## config.mk

```make
export PLATFORM = sky130hd
export DESIGN_NAME = fir_coef_ctrl
export DESIGN_NICKNAME = d
export VERILOG_FILES = /design/src/rtl/fir_coef_ctrl.sv
export SDC_FILE = /design/constraint.sdc
export NUM_CORES = 1
export LEC_CHECK = 0
export ABC_AREA = 1
export CORE_ASPECT_RATIO = 1.1
export CORE_MARGIN = 1.5
export CORE_UTILIZATION = 45
export DETAILED_ROUTE_END_ITERATION = 12
export DONT_BUFFER_PORTS = 1
export GPL_TIMING_DRIVEN = 0
export PLACE_DENSITY = 0.67
export REMOVE_ABC_BUFFERS = 1
export SYNTH_ARGS = -nofsm -noshare
export SYNTH_HDL_FRONTEND = slang
export SYNTH_SLANG_ARGS = --single-unit
```

## constraint.sdc

```tcl
create_clock -name iClk_12M -period 1.7 [get_ports iClk_12M]
set_input_delay 0.34 -clock iClk_12M [delete_from_list [all_inputs] [get_ports iClk_12M]]
set_output_delay 0.34 -clock iClk_12M [all_outputs]
set_load 0.005 [all_outputs]
```

## src/rtl/fir_coef_ctrl.sv

```systemverilog
// Coefficient SRAM sequencer for the FIR filter: serialises host reloads against
// per-sample tap fetch sweeps and presents fetched taps to the MAC.
//
// state | meaning
// IDLE  | no SRAM traffic; accepts a reload request or a fetch sweep
// LOAD  | writing host coefficient words to taps 1..NUM_TAP
// FETCH | reading taps 1..NUM_TAP for the MAC, one per cycle
module fir_coef_ctrl #(
    parameter int NUM_TAP = 10,
    parameter int DW      = 16,
    parameter int AW      = 4
) (
    input  logic          iClk_12M,
    input  logic          iRst,
    input  logic          iCoefUpdate,
    input  logic          iCoefWrVld,
    input  logic [DW-1:0] iCoefWrDt,
    output logic          oCoefWrRdy,
    input  logic          iSmpVld,
    output logic          oSmpRdy,
    output logic          oCsnRam,
    output logic          oWrnRam,
    output logic [AW-1:0] oAddrRam,
    output logic [DW-1:0] oWrDtRam,
    input  logic [DW-1:0] iRdDtRam,
    output logic [DW-1:0] oCoef,
    output logic          oCoefVld,
    output logic [AW-1:0] oCoefIdx,
    output logic          oCoefLast,
    output logic          oLoadDone,
    output logic          oBusy
);

    typedef enum logic [1:0] {
        IDLE  = 2'd0,
        LOAD  = 2'd1,
        FETCH = 2'd2
    } state_t;

    localparam logic [AW-1:0] TAP_FIRST = AW'(1);
    localparam logic [AW-1:0] TAP_LAST  = AW'(NUM_TAP);

    state_t        state;
    state_t        state_nxt;
    logic [AW-1:0] cnt;
    logic          upd_pend;
    logic          cnt_last;
    logic          wr_en;
    logic          rd_en;

    assign cnt_last = (cnt == TAP_LAST);
    assign wr_en    = (state == LOAD) && iCoefWrVld;
    assign rd_en    = (state == FETCH);

    always_ff @(posedge iClk_12M) begin
        if (iRst) begin
            state <= IDLE;
        end else begin
            state <= state_nxt;
        end
    end

    // Reload requests take priority over samples so a pending update is never starved.
    always_comb begin
        state_nxt = state;
        case (state)
            IDLE: begin
                if (iCoefUpdate || upd_pend) begin
                    state_nxt = LOAD;
                end else if (iSmpVld) begin
                    state_nxt = FETCH;
                end
            end
            LOAD: begin
                if (iCoefWrVld && cnt_last) begin
                    state_nxt = IDLE;
                end
            end
            FETCH: begin
                if (cnt_last) begin
                    state_nxt = IDLE;
                end
            end
            default: state_nxt = IDLE;
        endcase
    end

    always_ff @(posedge iClk_12M) begin
        if (iRst) begin
            cnt       <= TAP_FIRST;
            upd_pend  <= 1'b0;
            oCoefVld  <= 1'b0;
            oCoefIdx  <= '0;
            oCoefLast <= 1'b0;
            oLoadDone <= 1'b0;
        end else begin
            if (wr_en || rd_en) begin
                cnt <= cnt_last ? TAP_FIRST : cnt + TAP_FIRST;
            end
            if (state == IDLE && state_nxt == LOAD) begin
                upd_pend <= 1'b0;
            end else if (iCoefUpdate && state != IDLE) begin
                upd_pend <= 1'b1;
            end
            // SRAM read data lands one cycle after the read, so the tags trail by one.
            oCoefVld  <= rd_en;
            oCoefIdx  <= rd_en ? cnt : '0;
            oCoefLast <= rd_en && cnt_last;
            oLoadDone <= wr_en && cnt_last;
        end
    end

    always_comb begin
        oCsnRam    = !(wr_en || rd_en);
        oWrnRam    = !wr_en;
        oAddrRam   = (wr_en || rd_en) ? cnt : '0;
        oWrDtRam   = wr_en ? iCoefWrDt : '0;
        oCoefWrRdy = (state == LOAD);
        oSmpRdy    = (state == IDLE) && !upd_pend && !iCoefUpdate;
        oBusy      = (state != IDLE) || upd_pend;
        oCoef      = oCoefVld ? iRdDtRam : '0;
    end

endmodule

```

==> flow_metrics.env <==
export IMPL_violations="design-rule violations"
export IMPL_cts_sinks=14
export IMPL_cp_slowest_stage_delay_ns=0.37
export IMPL_maxSlewViolCount=0
export IMPL_holdWs_ns=0.105
export IMPL_criticalPathCategory="reg2out"
export IMPL_post_route_util_pct=50.9
export IMPL_required_ns=1.36
export IMPL_cp_slowest_cell="dfxtp_1"
export IMPL_p_sw_share_pct=32.9
export IMPL_track_usage_pct=15.8
export IMPL_die_area_um2=2170
export IMPL_synth_common_cells="inv_1, nor2_1, nand2_1"
export IMPL_grt_max_degree=20
export IMPL_ys_warnings_count=0
export IMPL_outcome="finished with violations"
export IMPL_rows=16
export IMPL_path_max_fanout=7
export IMPL_antenna_found_initial=0
export IMPL_numCtsBuffers=3
export IMPL_ir_drop_mv=0.426
export IMPL_cp_arrival_ns=1.25
export IMPL_syn_area_um2=855
export IMPL_drive_gt1_share_pct=16.1
export IMPL_synth_cell_types=21
export IMPL_cp_end_kind="output pin"
export IMPL_grt_pass1_wl_mm=2.50
export IMPL_tightestPinTransition_ns=0.493
export IMPL_setup_slack_ns=0.108
export IMPL_final_cells=161
export IMPL_die_height_um=48.7
export IMPL_clock_latency_ns=0.29
export IMPL_drt_pass1_iter_count=12
export IMPL_cts_htree_levels=1
export IMPL_post_place_ws_ns=0.383
export IMPL_synth_top_area_cell="dfxtp_1"
export IMPL_overflow=0
export IMPL_critPathLaunchType="flop"
export IMPL_critical_path_cell_chain="inv_2, nand3_4, nand2_8, inv_6, nor2_1"
export IMPL_hpwl_mm=1.37
export IMPL_cts_root_buffer="clkbuf_4"
export IMPL_setup_viol=0
export IMPL_clk_pin_slew_ns=0.08
export IMPL_totalWireLength_mm=1.79
export IMPL_leakagePower_nw=0.547
export IMPL_synthToLayoutAreaGrowth_pct=6.15
export IMPL_drt_wirelength_per_cell_um=11.1
export IMPL_maxCapViolCount=0
export IMPL_timing_fmax_mhz=628
export IMPL_routabilityCongestion=0.756
export IMPL_ant_nets=0
export IMPL_rsz0062_at_grt="no"
export IMPL_initial_core_util_pct=48.0
export IMPL_synthCells=141
export IMPL_finalClockSkew_ns=0.00627
export IMPL_synth_seq_cells=14
export IMPL_p_int_mw=0.475
export IMPL_postCtsHoldBufs=0
export IMPL_synth_edf_count=0
export IMPL_fp_coreArea_um2=1780
export IMPL_grt_pass1_vias=607
export IMPL_clockPowerShare_pct=27.1
export IMPL_p_seq_share_pct=52.1
export IMPL_synth_top_cells_by_area="dfxtp_1, inv_1, nor2_1, nand2_1, nor2_2"
export IMPL_die_width_um=44.6
export IMPL_via_per_inst=4.88
export IMPL_drc=9
export IMPL_drt_first_iter_violations=20
export IMPL_portBuffers=0
export IMPL_via_count=786
export IMPL_antennaDiodeCount=0
export IMPL_yosysMostFrequentCell="inv_1"
export IMPL_cts_buffer_depth=2
export IMPL_layout_nets=182
export IMPL_async_reset_ff_share_pct=0
export IMPL_cts_tree="done"
export IMPL_fin_crit_sh_pct=93.6
export IMPL_dominantRegCellSynth="dfxtp_1"
export IMPL_post_route_min_period_ns=1.59
export IMPL_min_path_type="in2reg"
export IMPL_power_density_nw_per_um2=780
export IMPL_share_comb_of_total_power_pct=20.9
export IMPL_finalHoldViolCount=0
export IMPL_synth_area_per_cell_um2=6.06
export IMPL_switchingPower_mw=0.233
export IMPL_synth_top_area_share_pct=32.8
export IMPL_ys_seq_area_share_pct=32.8
export IMPL_ioPinCount=85
export IMPL_setup_tns_ns=0
export IMPL_place_inst=156
export IMPL_relSlewSlack_pct=67.1
kinds of logic (layout without fill, tap and decap cells):
| group | after synthesis | count (layout) | synth area share [%] |
|---|---|---|---|
| buf+inv | 48 | 48 | 22.0 |
| flops | 14 | 14 | 32.8 |
| compound gates | 6 | 6 | 4.39 |
| simple gates | 73 | 75 | 40.9 |
worst max-delay path, delay by kind of cell (launching register included):
kind          cells  cell delay (ns)
flops             1             0.37
buf+inv           2             0.18
simple gates      3             0.40
power groups by stage:
stage / Sequential [mW] / Combinational [mW] / Clock [mW]
4_1_cts: 0.365 / 0.144 / 0.195
2_1_floorplan: 0.369 / 0.127 / 0
6_report: 0.368 / 0.148 / 0.191
5_1_grt: 0.372 / 0.167 / 0.210
3_3_place_gp: 0.372 / 0.142 / 0
3_5_place_dp: 0.373 / 0.144 / 0
final cells by class:
class | count | area, µm²
Inverter | 45 | 174
Multi-Input combinational cell | 81 | 407
Sequential cell | 14 | 282
Tap cell | 18 | 22.5
Clock buffer | 3 | 22.5
Fill cell | 183 | 875
layout by cell type (no fill, tap or decap), types with 3 or more instances in the layout:
| cell | synthesis | routed |
|---|---|---|
| nand2_1 | 28 | 28 |
| a21oi_1 | 3 | 3 |
| inv_2 | 4 | 4 |
| nor2_2 | 5 | 5 |
| dfxtp_1 | 14 | 13 |
| nand3_2 | 1 | 3 |
| inv_1 | 40 | 40 |
| clkbuf_4 | 0 | 3 |
| nor2_1 | 30 | 30 |
path summary, 6_finish.rpt:
check	start	to	slack, ns	cells after the start
worst max-delay path	state[1]	oAddrRam[2]	0.11	5
worst min-delay path	iRst	state[0]	0.11	1
worst max register to register	state[1]	cnt[1]	0.54	7
worst min register to register	upd_pend	upd_pend	0.50	2
registers in the layout, indices dropped and copies added, names as in the netlist:
name,flops
oCoefVld,1
oLoadDone,1
cnt,4
oCoefLast,1
oCoefIdx,4
state,2
upd_pend,1
metrics by stage:
step | total power [mW] | instance area, µm²
3_3_place_gp | 0.514 | 863
2_1_floorplan | 0.497 | 841
5_1_grt | 0.748 | 907
4_1_cts | 0.704 | 886
3_5_place_dp | 0.516 | 863
6_report | 0.707 | 907
what timing repair did:
item,in CTS,in global routing
resized for setup,0,1
endpoints found under the setup margin,0,3
buffers inserted,0,0
layer usage:
metal	vias to the layer above	track usage [%]	wire (µm)
met5	-	0	0
met4	0	13.6	57
met3	5	2.24	131
met2	38	26.6	879
met1	341	16.0	720
li1	402	-	-
No activity file was read; power rests on OpenSTA's default activity.
